$ cat config.mk
export PLATFORM = sky130hd
export DESIGN_NAME = instr_loader
export DESIGN_NICKNAME = d
export VERILOG_FILES = /design/src/rtl/instr_loader_pkg.sv /design/src/rtl/instr_loader_encode.sv /design/src/rtl/instr_loader.sv
export SDC_FILE = /design/constraint.sdc
export NUM_CORES = 1
export LEC_CHECK = 0
export BUFFER_PORTS_ARGS = -buffer_cell sky130_fd_sc_hd__buf_2
export CAP_MARGIN = 40
export CORE_ASPECT_RATIO = 1.4
export CORE_UTILIZATION = 50
export DETAILED_ROUTE_END_ITERATION = 6
export PLACE_DENSITY = 0.85
export SLEW_MARGIN = 10
export SYNTH_ARGS = -nofsm -noshare
export SYNTH_HDL_FRONTEND = slang
export SYNTH_SLANG_ARGS = --single-unit
$ cat constraint.sdc
create_clock -name clk -period 3.05 [get_ports clk]
set_clock_uncertainty 0.1 [all_clocks]
set_input_delay 0.4575 -clock clk [delete_from_list [all_inputs] [get_ports clk]]
set_output_delay 0.4575 -clock clk [all_outputs]
set_load 0.05 [all_outputs]
$ cat src/rtl/instr_loader_pkg.sv
// instr_loader_pkg: shared MIPS encoding constants for the program loader.
// Holds the primary opcodes, the R-type funct codes, the descriptor kind
// enumeration and the loader FSM states. The op/funct control decoder imports
// the same constants, so encoder and decoder cannot drift apart.
package instr_loader_pkg;

  // Primary opcodes (instr[31:26])
  localparam logic [5:0] OP_RTYPE = 6'b000000;
  localparam logic [5:0] OP_ADDI  = 6'b001000;
  localparam logic [5:0] OP_LB    = 6'b100000;
  localparam logic [5:0] OP_SB    = 6'b101000;
  localparam logic [5:0] OP_BEQ   = 6'b000100;
  localparam logic [5:0] OP_J     = 6'b000010;

  // R-type funct codes (instr[5:0])
  localparam logic [5:0] FUNCT_ADD = 6'b100000;
  localparam logic [5:0] FUNCT_SUB = 6'b100010;
  localparam logic [5:0] FUNCT_AND = 6'b100100;
  localparam logic [5:0] FUNCT_OR  = 6'b100101;
  localparam logic [5:0] FUNCT_SLT = 6'b101010;

  // Descriptor kinds; codes 10..15 are illegal
  typedef enum logic [3:0] {
    KIND_ADD  = 4'd0,
    KIND_SUB  = 4'd1,
    KIND_AND  = 4'd2,
    KIND_OR   = 4'd3,
    KIND_SLT  = 4'd4,
    KIND_ADDI = 4'd5,
    KIND_LB   = 4'd6,
    KIND_SB   = 4'd7,
    KIND_BEQ  = 4'd8,
    KIND_J    = 4'd9
  } kind_e;

  // Loader FSM states
  typedef enum logic [1:0] {
    ST_IDLE = 2'd0,
    ST_LOAD = 2'd1,
    ST_DONE = 2'd2
  } state_e;

  // R-type word: shamt is always zero for the supported kinds
  function automatic logic [31:0] enc_r(input logic [4:0] rs, input logic [4:0] rt,
                                        input logic [4:0] rd, input logic [5:0] funct);
    return {OP_RTYPE, rs, rt, rd, 5'b00000, funct};
  endfunction

  // I-type word
  function automatic logic [31:0] enc_i(input logic [5:0] op, input logic [4:0] rs,
                                        input logic [4:0] rt, input logic [15:0] imm);
    return {op, rs, rt, imm};
  endfunction

endpackage

$ cat src/rtl/instr_loader_encode.sv
// instr_encode: purely combinational descriptor encoder.
// Ports: kind/rs/rt/rd/imm/target in -> 32-bit MIPS word plus legal flag.
// Fields that a kind does not use are ignored; illegal kinds give word 0.
module instr_encode
  import instr_loader_pkg::*;
(
  input  logic [3:0]  kind,
  input  logic [4:0]  rs,
  input  logic [4:0]  rt,
  input  logic [4:0]  rd,
  input  logic [15:0] imm,
  input  logic [25:0] target,
  output logic [31:0] word,
  output logic        legal
);

  // Map each kind to its instruction format and op/funct
  always_comb begin
    word  = 32'd0;
    legal = 1'b1;
    case (kind)
      KIND_ADD:  word = enc_r(rs, rt, rd, FUNCT_ADD);
      KIND_SUB:  word = enc_r(rs, rt, rd, FUNCT_SUB);
      KIND_AND:  word = enc_r(rs, rt, rd, FUNCT_AND);
      KIND_OR:   word = enc_r(rs, rt, rd, FUNCT_OR);
      KIND_SLT:  word = enc_r(rs, rt, rd, FUNCT_SLT);
      KIND_ADDI: word = enc_i(OP_ADDI, rs, rt, imm);
      KIND_LB:   word = enc_i(OP_LB, rs, rt, imm);
      KIND_SB:   word = enc_i(OP_SB, rs, rt, imm);
      KIND_BEQ:  word = enc_i(OP_BEQ, rs, rt, imm);
      KIND_J:    word = {OP_J, target};
      default: begin
        word  = 32'd0;
        legal = 1'b0;
      end
    endcase
  end

endmodule

$ cat src/rtl/instr_loader.sv
// instr_loader: streams decoded instruction descriptors into imem.
// Inputs : clk, reset_n (async, active-low), start, in_valid + descriptor
//          fields (in_kind, in_rs/rt/rd, in_imm, in_target, in_last).
// Outputs: in_ready, imem_we/imem_addr/imem_wdata (one-cycle registered write
//          per legal accept), busy, done, err_kind, err_full, count.
// The write pointer is the low part of count: both advance only on legal
// accepts, so a separate pointer register would always equal it.
module instr_loader
  import instr_loader_pkg::*;
#(
  parameter int ADDR_WIDTH = 6,
  parameter int DEPTH      = 64
) (
  input  logic                  clk,
  input  logic                  reset_n,
  input  logic                  start,
  input  logic                  in_valid,
  output logic                  in_ready,
  input  logic [3:0]            in_kind,
  input  logic [4:0]            in_rs,
  input  logic [4:0]            in_rt,
  input  logic [4:0]            in_rd,
  input  logic [15:0]           in_imm,
  input  logic [25:0]           in_target,
  input  logic                  in_last,
  output logic                  imem_we,
  output logic [ADDR_WIDTH-1:0] imem_addr,
  output logic [31:0]           imem_wdata,
  output logic                  busy,
  output logic                  done,
  output logic                  err_kind,
  output logic                  err_full,
  output logic [ADDR_WIDTH:0]   count
);

  localparam logic [ADDR_WIDTH:0] DEPTH_C = (ADDR_WIDTH + 1)'(DEPTH);
  localparam logic [ADDR_WIDTH:0] ONE_C   = (ADDR_WIDTH + 1)'(1);

  state_e                state_q, state_d;
  logic [ADDR_WIDTH:0]   count_q, count_d;
  logic                  we_q, we_d;
  logic [ADDR_WIDTH-1:0] addr_q, addr_d;
  logic [31:0]           wdata_q, wdata_d;
  logic                  err_kind_q, err_kind_d;
  logic                  err_full_q, err_full_d;
  logic                  in_ready_q, in_ready_d;
  logic                  done_q, done_d;
  logic [31:0]           enc_word;
  logic                  enc_legal;
  logic                  accept;
  logic [ADDR_WIDTH:0]   count_inc;

  instr_encode u_encode (
    .kind   (in_kind),
    .rs     (in_rs),
    .rt     (in_rt),
    .rd     (in_rd),
    .imm    (in_imm),
    .target (in_target),
    .word   (enc_word),
    .legal  (enc_legal)
  );

  // Next-state, pointer, error and write-port computation
  always_comb begin
    state_d    = state_q;
    count_d    = count_q;
    we_d       = 1'b0;
    addr_d     = addr_q;
    wdata_d    = wdata_q;
    err_kind_d = err_kind_q;
    err_full_d = err_full_q;
    accept     = in_valid && (state_q == ST_LOAD);
    count_inc  = count_q + ONE_C;

    // start wins over a same-cycle accept, which is dropped
    if (start) begin
      state_d    = ST_LOAD;
      count_d    = '0;
      err_kind_d = 1'b0;
      err_full_d = 1'b0;
    end else if (accept) begin
      if (enc_legal) begin
        we_d    = 1'b1;
        addr_d  = count_q[ADDR_WIDTH-1:0];
        wdata_d = enc_word;
        count_d = count_inc;
        if (in_last) begin
          state_d = ST_DONE;
        end else if (count_inc == DEPTH_C) begin
          state_d    = ST_DONE;
          err_full_d = 1'b1;
        end else begin
          state_d = ST_LOAD;
        end
      end else begin
        err_kind_d = 1'b1;
        if (in_last) begin
          state_d = ST_DONE;
        end else begin
          state_d = ST_LOAD;
        end
      end
    end else begin
      state_d = state_q;
    end

    in_ready_d = (state_d == ST_LOAD);
    done_d     = (state_d == ST_DONE);
  end

  // State and registered outputs
  always_ff @(posedge clk or negedge reset_n) begin
    if (!reset_n) begin
      state_q    <= ST_IDLE;
      count_q    <= '0;
      we_q       <= 1'b0;
      addr_q     <= '0;
      wdata_q    <= 32'd0;
      err_kind_q <= 1'b0;
      err_full_q <= 1'b0;
      in_ready_q <= 1'b0;
      done_q     <= 1'b0;
    end else begin
      state_q    <= state_d;
      count_q    <= count_d;
      we_q       <= we_d;
      addr_q     <= addr_d;
      wdata_q    <= wdata_d;
      err_kind_q <= err_kind_d;
      err_full_q <= err_full_d;
      in_ready_q <= in_ready_d;
      done_q     <= done_d;
    end
  end

  assign in_ready   = in_ready_q;
  assign busy       = in_ready_q;
  assign done       = done_q;
  assign err_kind   = err_kind_q;
  assign err_full   = err_full_q;
  assign count      = count_q;
  assign imem_we    = we_q;
  assign imem_addr  = addr_q;
  assign imem_wdata = wdata_q;

endmodule
Word-level counts from Yosys, hierarchy flattened
Index checks and enable logic that the tools add are counted.
{ "totals": {"word_cells": 58, "out_inout_bits": 51, "in_bits": 66, "reg_bits": 52} }
{ "classes": {"bitwise_logic": 1, "add_sub_neg": 1, "reduce_logical": 10, "n_eq_ne": 15, "muxes": 22} }
{ "ops": {"columns": ["op", "n"], "rows": [
  ["32-bit case mux with 10 select lines", 1],
  ["7-bit 2-to-1 mux", 3],
  ["4-bit by 3-bit equality test with 1-bit output (second input constant)", 4],
  ["1-bit 2-to-1 mux", 12],
  ["2-bit 2-to-1 mux", 6],
  ["10-bit OR reduction", 1],
  ["4-bit by 2-bit equality test with 1-bit output (second input constant)", 2],
  ["4-bit equality test (second input constant)", 2],
  ["7-bit by 1-bit adder with 7-bit output (second input constant)", 1],
  ["7-bit equality test (second input constant)", 1],
  ["2-bit nonzero test", 3],
  ["2-bit by 1-bit equality test with 1-bit output (second input constant)", 2],
  ["4-bit by 1-bit equality test with 1-bit output (second input constant)", 1],
  ["4-bit zero test", 1],
  ["2-bit != test (second input constant)", 2],
  ["2-bit AND reduction", 2],
  ["4-bit AND reduction", 1],
  ["3-bit AND reduction", 1],
  ["2-bit equality test (second input constant)", 1],
  ["1-bit logical AND", 1],
  ["1-bit NOT", 1]
]} }

Logic depth before layout (Yosys ltp)
Gate-level depths: netlist of run 1.
{ "depth": {"ltp_word": 8, "mapped_depth": 7, "depth_no_buf": 5} }

Modules after synthesis
From an unflattened synthesis of run 1, not the netlist that was laid out.
{ "hier_totals": {"cells_unflattened": 218, "hier_area_um2": 2713.9} }
{ "modules_own_cells": {"columns": ["mod", "seq_area_each_um2", "cells_per_inst", "instances", "area_per_inst_um2"], "rows": [
  ["instr_loader", 1301.2, 150, 1, 2173.3],
  ["instr_encode", 0.0, 68, 1, 540.5]
]} }

Least setup slack after synthesis of run 1
No wires, ideal clock.
{ "synth_timing": {"kind": "register -> register", "startpoint": "register count_q[0] (netlist: count[0])", "endpoint": "register in_ready_q (netlist: busy)", "setup_slack_ps": 1205, "n_path_buf": 0, "synth_period_minus_slack_ps": 1845, "arrival_time_ps": 1624, "setup_ps": 120, "path_stages_with_launch": 5, "required_time_ps": 2830, "cell_sequence": "dfrtp_1 ha_1 and4b_1 o2111ai_1 a31o_2"} }
{ "synth_via": {"elab_chain_cells": 8} }
{ "synth_lines": {"columns": ["element", "line", "source"], "rows": [
  ["from (decl)", "instr_loader.sv:40", "logic [ADDR_WIDTH:0] count_q, count_d;"],
  ["from (signal assigned)", "instr_loader.sv:126", "count_q <= count_d;"],
  ["7-bit by 1-bit adder with 7-bit output", "instr_loader.sv:74", "count_inc = count_q + ONE_C;"],
  ["7-bit equality test", "instr_loader.sv:90", "end else if (count_inc == DEPTH_C) begin"],
  ["2-bit 2-to-1 mux", "instr_loader.sv:90", null],
  ["2-bit 2-to-1 mux", "instr_loader.sv:88", "if (in_last) begin"],
  ["2-bit 2-to-1 mux", "instr_loader.sv:83", "if (enc_legal) begin"],
  ["2-bit 2-to-1 mux", "instr_loader.sv:82", "end else if (accept) begin"],
  ["2-bit 2-to-1 mux", "instr_loader.sv:77", "if (start) begin"],
  ["2-bit by 1-bit equality test with 1-bit output", "instr_loader.sv:108", "in_ready_d = (state_d == ST_LOAD);"],
  ["net in_ready_d", "instr_loader.sv:46", "logic in_ready_q, in_ready_d;"],
  ["to (signal assigned)", "instr_loader.sv:132", "in_ready_q <= in_ready_d;"],
  ["to (decl)", "instr_loader.sv:46", null]
]} }
The timed path passes the listed nets, and every way through them passes these cells.
A chain may end at the register's enable or synchronous reset.

Final worst setup path of run 1
{ "layout_timing": {"startpoint": "register state_q[1]", "endpoint": "register wdata_q[24] (netlist: imem_wdata[24])"} }
{ "layout_via": {"elab_chain_cells": 3} }
{ "layout_lines": {"columns": ["element", "line", "source"], "rows": [
  ["from (decl)", "instr_loader.sv:39", "state_e state_q, state_d;"],
  ["from (signal assigned)", "instr_loader.sv:125", "state_q <= state_d;"],
  ["2-bit by 1-bit equality test with 1-bit output", "instr_loader.sv:73", "accept = in_valid && (state_q == ST_LOAD);"],
  ["1-bit logical AND", "instr_loader.sv:73", null],
  ["3-bit AND reduction (no line)", null, null],
  ["to (signal assigned)", "instr_loader.sv:129", "wdata_q <= wdata_d;"],
  ["to (decl)", "instr_loader.sv:43", "logic [31:0] wdata_q, wdata_d;"]
]} }
Every way passes these cells.

==> reports/metrics.cfg, run 1 <==
[run_status]
outcome=complete, no violations

[place]
place_inst=419
dp_hpwl_um=4810
place_ws_ns=0.723
place_congestion=0.893
io_buffer_count=114

[global_route]
grt_max_degree=36
antenna_found_initial=0
grt_pass1_wl_um=10100
grt_overflow=0
grt_pass1_vias=2222
grtUsageTotal=0.253

[route]
wl_um=6490
dr.pass1.iters=5
drt_iter0_markers=216
drc=0
postRouteAntennaNets=0
vias=2416
routedWlPerCell_um=15.2
viasPerCell=5.64

[worst_setup_path]
reg2reg_depth=5
path_max_fanout=18
critPathLaunchType=register
crit_arrival_ns=2.18
endpoint_kind=register
cpMaxStageDelayCell=dfrtp_1
cp_cell_sequence=and4bb_4 > nand2_1 > buf_4 > a222oi_1 > inv_1
crit_type=register to register
cp.required_ns=3.15
cp_slowest_stage_delay_ns=0.45

[clocking]
htree_num_levels=2
worstSkewPairLatency_ns=0.31
cts_root_buf=clkbuf_8
tritoncts=built
cts_inserted_buffers=5
post_cts_resized=0
clock_sinks=50
ctsHoldBuffers=1
clockBufferDepth=2
path_clk_slew_ns=0.10
cts_setup_buffers=0

[synthesis]
ys_seq_area_frac=0.500
synth_top_area_frac=0.500
syn_inst=255
synth-seq-cells=50
syn_area_per_cell_sq_um=9.82
ys_warn_count=0
yosys.area_share.simple=0.169
synth-async-reset-ratio=1.00
synthAdderAreaFrac=0.00500
yosys-top-cells-area=dfrtp_1 (50%), nand2_1 (4.3%), a222oi_1 (4.0%)
synth.distinct_cells=52
muxShareOfSynthArea=0.00400
synth_top_family_by_area=compound AO/OA/AOI/OAI gates
syn_area_sq_um=2500
synthFlopType=dfrtp_1
synth_enable_flop_cells=0
synth_xor_xnor_area_share=0.0210
synth.largest_area_cell=dfrtp_1
synth_compound_area_frac=0.231

[floorplan]
ios=117
die_h_um=85.7
die_w_um=61.8
die_area_sq_um=5300
design.core.area_sq_um=4840
initial_core_util=0.517
num_rows=30

[final_layout]
drive_gt1_frac=0.363
synthToLayoutAreaGrowth_pct=28.7
final_nets=430
antenna-diode-count=0
final_cells=428

[sta]
fin_crit_ns=2.09
fin_ws_ns=0.960
hold_violations=0
clock.fmax_mhz=479
final.setup.tns_ns=0
period_share=0.685
rsz0062_at_grt=false
worst_pin_slew_ns=0.591
setup_violations=0
slew_headroom=0.605
slew_viol_final=0

[min_path]
holdPathStages=2
worstHoldPathType=primary input to register

[power_and_ir_drop]
leakagePower_nw=1.76
irDropWorstVdd_uv=423
p_per_area_nw_per_um2=633

[job]
maxCapViolations=0

-- cells in the mapped netlist, types with 2 or more instances --
library cell	instances
nand2_1	29
inv_1	18
nand4b_1	2
buf_4	3
nand3_1	4
nand2b_1	3
xor2_1	4
a222oi_1	10
nor3b_1	2
nand4_1	4
o21ai_0	9
dfrtp_1	50
a32o_1	2
nor3_1	2
xnor2_1	2
o21a_1	2
nor2b_1	7
a22o_1	7
clkbuf_1	6
a21oi_1	15
a221o_1	5
a31oi_1	6
buf_1	2
buf_2	6
buf_6	2
nor2_1	16
a21o_1	10
and3_1	2
o22a_1	2
-- power breakdown --
group,switching [W],internal [W],leakage (nW),total [W]
sequential,0.0000617,0.000761,0.641,0.000823
clock,0.000232,0.000249,0.0587,0.000481
combinational,0.000536,0.000199,1.06,0.000735
total,0.000830,0.00121,1.76,0.00204
-- path summary, 6_finish.rpt --
path	from	to	slack, ns
hold reg to reg	imem_addr[5]$_DFFE_PN0P_	imem_addr[5]$_DFFE_PN0P_	0.38
hold / removal	in_imm[6]	imem_wdata[6]$_DFFE_PN0P_	0.23
max in group asynchronous	reset_n	imem_wdata[3]$_DFFE_PN0P_	1.84
setup reg to reg	state_q[1]$_DFF_PN0_	imem_wdata[24]$_DFFE_PN0P_	0.96
min in group asynchronous	reset_n	imem_wdata[6]$_DFFE_PN0P_	0.48
setup / recovery	state_q[1]$_DFF_PN0_	imem_wdata[24]$_DFFE_PN0P_	0.96
-- final cells by class --
class	count	area, sq um
clock buffers	5	68.8
clock inverters	3	47.5
repair buffers	119	623
fillers	387	1620
well taps	64	80.1
multi-input cells	169	1080
flip-flops and latches	50	1250
inverters	18	67.6
-- routing by layer --
| metal | share of wire | up-vias | track usage |
|---|---|---|---|
| li1 | - | 1134 | - |
| met1 | 0.39 | 1170 | 0.303 |
| met2 | 0.53 | 95 | 0.434 |
| met3 | 0.052 | 17 | 0.0437 |
| met4 | 0.027 | 0 | 0.105 |
| met5 | 0 | - | 0 |
-- cell families after synthesis --
kind of cell,after synthesis
AND/OR/NAND/NOR,81
AO/OA/AOI/OAI,78
flip-flops,50
buffers and inverters,37
XOR/XNOR,6
adder cells (fa/ha/maj),1
other,1
multiplexers,1
-- per-stage QoR --
| stage | hold slack, ns | cell area, sq um | total power [W] | utilization |
|---|---|---|---|---|
| floorplan | 0.0619 | 2510 | 0.00136 | - |
| global placement | 0.357 | 3080 | 0.00155 | 0.635 |
| detailed placement | 0.306 | 3100 | 0.00157 | 0.639 |
| CTS | 0.229 | 3220 | 0.00205 | 0.665 |
| global route | 0.229 | 3220 | 0.00213 | 0.665 |
| finish | 0.231 | 3220 | 0.00204 | 0.665 |
-- state kept, by name (all words and copies together), names as in the netlist --
signal	count
imem_we	1
state_q	2
count	7
err_full	1
busy	1
err_kind	1
imem_addr	6
imem_wdata	30
done	1
-- layout by cell type (no fill, tap or decap), types with 3 or more instances in the layout --
cell type,n
clkbuf_8,5
o21ai_0,9
xor2_1,4
nand2b_1,3
a21oi_1,15
buf_2,114
nand4_1,4
a22o_1,7
a31oi_1,6
dfrtp_1,50
nor2b_1,7
inv_1,18
a21o_1,10
buf_4,3
a221o_1,5
nor2_1,16
a222oi_1,10
nand2_1,29
nand3_1,4
-- worst max-delay path, delay by kind of cell, from the launching register on --
family	cells	cell delay, ns
DFF	1	0.45
AOI/OAI and AO/OA	1	0.28
buffers and inverters	2	0.43
and+or+nand+nor	2	0.72
Power figures use the tool's default switching activity.
==> run 2: changes to the inputs <==
ABC_AREA = 1   (was not set)
CORE_UTILIZATION = 41   (was 50)
PLACE_DENSITY = 0.75   (was 0.85)
clock period = 1.8 ns   (was 3.05 ns; I/O delays follow)
==> run 2 against run 1 <==
Compared with the run above:
- clock power is 60% higher
- register-to-register slack worse by 0.79 ns
- count of clock-buffer cells in the layout is 2 higher
- final area is 2.3% lower
- area after synthesis is 5.0% lower
- wire length is 8.6% lower
- combinational power is 43% higher
- core utilization is 10 points lower
- critical endpoint is now busy$_DFF_PN0_
- largest cell class unchanged
- highest routed layer unchanged
==> reports/metrics.cfg, run 2 <==
[run_status]
outcome=complete, no violations

[final_layout]
synthToLayoutAreaGrowth_pct=32.4
seqCellArea_sq_um=1250
mostFrequentLayoutCells=buf_2 (114), nand2_1 (83), dfrtp_1 (48), nand3_1 (47), inv_1 (18)
fin_util=0.566
largest_reg_flops=30
layout_commonest_cell=buf_2
antenna-diode-count=0
multi_input_area_sq_um=960
final_nets=464
drive_gt1_frac=0.362
fillers=548

[worst_setup_path]
r2r-start=count[0]$_DFFE_PN0P_
worst_r2r_endpoint=busy$_DFF_PN0_
crit_type=register to register
critPathLaunchType=register
endpoint_kind=register
cp_common_cell=nand3_1
cpMaxStageDelayCell=dfrtp_2
crit_arrival_ns=1.74
r2r_slack_ns=0.17
path_max_fanout=5
cp.required_ns=1.91
reg2reg_depth=9
cp_cell_sequence=ha_2 > nand2_1 > nor2_1 > nand2_1 > nand3_1 > nor2_2 > nand3_1 > nand3_1 > o21ai_0
cp_slowest_stage_delay_ns=0.42

[synthesis]
synth-async-reset-ratio=1.00
synth.largest_area_cell=dfrtp_1
ys_seq_area_frac=0.526
synth_top_area_frac=0.526
yosysMostFrequentCell=nand2_1
yosys-top-cells-area=dfrtp_1 (53%), nand2_1 (13%), nand3_1 (9.9%)
ys_top_cells_by_count=nand2_1 (83), dfrtp_1 (50), nand3_1 (47)
syn_inst=278
synth-seq-cells=50
yosys.area_share.simple=0.281
synth.distinct_cells=32
synth_xor_xnor_area_share=0.00368
synthFlopType=dfrtp_1
synthAdderAreaFrac=0.00526
muxShareOfSynthArea=0
synth_compound_area_frac=0.107
ys_warn_count=0
synth_top_family_by_area=simple AND/OR/NAND/NOR gates
synth_enable_flop_cells=0
syn_area_per_cell_sq_um=8.56
syn_area_sq_um=2380

[place]
io_buffer_count=114
dp_hpwl_um=4550
place_congestion=0.810

[global_route]
grt_max_degree=28
grt_pass1_wl_um=9860
grt_overflow=0
grtUsageTotal=0.210
antenna_found_initial=0
grt_pass1_vias=2251

[clocking]
cts_root_buf=clkbuf_8
tritoncts=built
cts_inserted_buffers=5
worstSkewPairLatency_ns=0.30
clock_sinks=50
htree_num_levels=2
path_clk_slew_ns=0.09
clockBufferDepth=2

[sta]
worst_pin_slew_ns=0.665
setup_violations=0
period_share=0.907
slew_headroom=0.557
fin_crit_ns=1.63
clock.fmax_mhz=613
hold_violations=0
slew_viol_final=0
final.setup.tns_ns=0
rsz0062_at_grt=false

[floorplan]
die_h_um=92.1
ios=117
design.core.area_sq_um=5570
num_rows=32
initial_core_util=0.427
die_w_um=66.4
die_area_sq_um=6110

[route]
postRouteAntennaNets=0
routedWlPerCell_um=12.7
viasPerCell=5.02
drc=0
dr.pass1.iters=6
wl_um=5930
drt_iter0_markers=109
vias=2337

[min_path]
whs_endpoint=err_full$_DFFE_PN0P_
worstHoldPathType=primary input to register
hp-start=start
holdPathStages=2

[job]
maxCapViolations=0

[power_and_ir_drop]
p_per_area_nw_per_um2=1000
leakagePower_nw=1.72
irDropWorstVdd_uv=662

==> run 2: layer usage <==
layer | wire length, um | global-route usage | up-vias
met4 | 75 | 0.0727 | 0
met3 | 262 | 0.0386 | 7
met5 | 0 | 0 | -
li1 | - | - | 1148
met1 | 2350 | 0.245 | 1109
met2 | 3240 | 0.374 | 73
==> run 2: how the worst max path moves through the flow <==
stage                          from                   endpoint  depth (start not counted)
2_1_floorplan  count[2]$_DFFE_PN0P_             done$_DFF_PN0_                          8
3_3_place_gp             in_kind[2]  imem_wdata[2]$_DFFE_PN0P_                          7
3_5_place_dp             in_kind[2]  imem_wdata[2]$_DFFE_PN0P_                          7
4_1_cts        count[0]$_DFFE_PN0P_             done$_DFF_PN0_                         10
5_1_grt        count[0]$_DFFE_PN0P_             done$_DFF_PN0_                         10
6_report       count[0]$_DFFE_PN0P_             busy$_DFF_PN0_                          9
==> run 2: cell type report <==
cell class                      instances  area share
Clock buffer                            7      0.0242
Clock inverter                          1     0.00954
Inverter                               20      0.0262
Multi-Input combinational cell        196       0.305
Sequential cell                        50       0.398
Tap cell                               68      0.0270
Timing Repair Buffer                  124       0.210
==> run 2: power breakdown <==
group	internal [W]	switching [W]
Sequential	0.00127	0.0000804
Clock	0.000416	0.000354
Combinational	0.000267	0.000779
Total	0.00195	0.00121
==> run 2: stage by stage <==
| stage | hold WS (ns) | total power (W) | setup slack, ns | instance area, sq um | cells |
|---|---|---|---|---|---|
| after global placement | 0.166 | 0.00240 | 0.131 | 3010 | 455 |
| final | 0.0634 | 0.00316 | 0.168 | 3150 | 466 |
| after detailed placement | 0.177 | 0.00242 | 0.0869 | 3010 | 455 |
| after global routing | 0.0676 | 0.00332 | 0.00603 | 3150 | 466 |
| after floorplan | -0.126 | 0.00211 | 0.0940 | 2380 | 279 |
| after CTS | 0.0504 | 0.00320 | 0.105 | 3130 | 464 |
==> run 2: critical path, delay by kind of cell, from the launching register on <==
| family | cells | cell delay, ns |
|---|---|---|
| AND/OR/NAND/NOR | 7 | 0.61 |
| flip-flops | 1 | 0.42 |
| adder cells (fa/ha/maj) | 1 | 0.20 |
| AO/OA/AOI/OAI | 1 | 0.21 |
==> run 2: timing repair <==
action                     4_1_cts  5_1_grt
setup endpoints to repair        0        2
setup buffers                    0        2
hold buffers                     1        0
resized for setup                0        3
hold endpoints to repair        19        0
==> run 2: logic make-up after synthesis <==
family / after synthesis
AND/OR/NAND/NOR: 152
adder cells (fa/ha/maj): 1
AO/OA/AOI/OAI: 40
XOR/XNOR: 1
buffers and inverters: 33
other: 1
flip-flops: 50
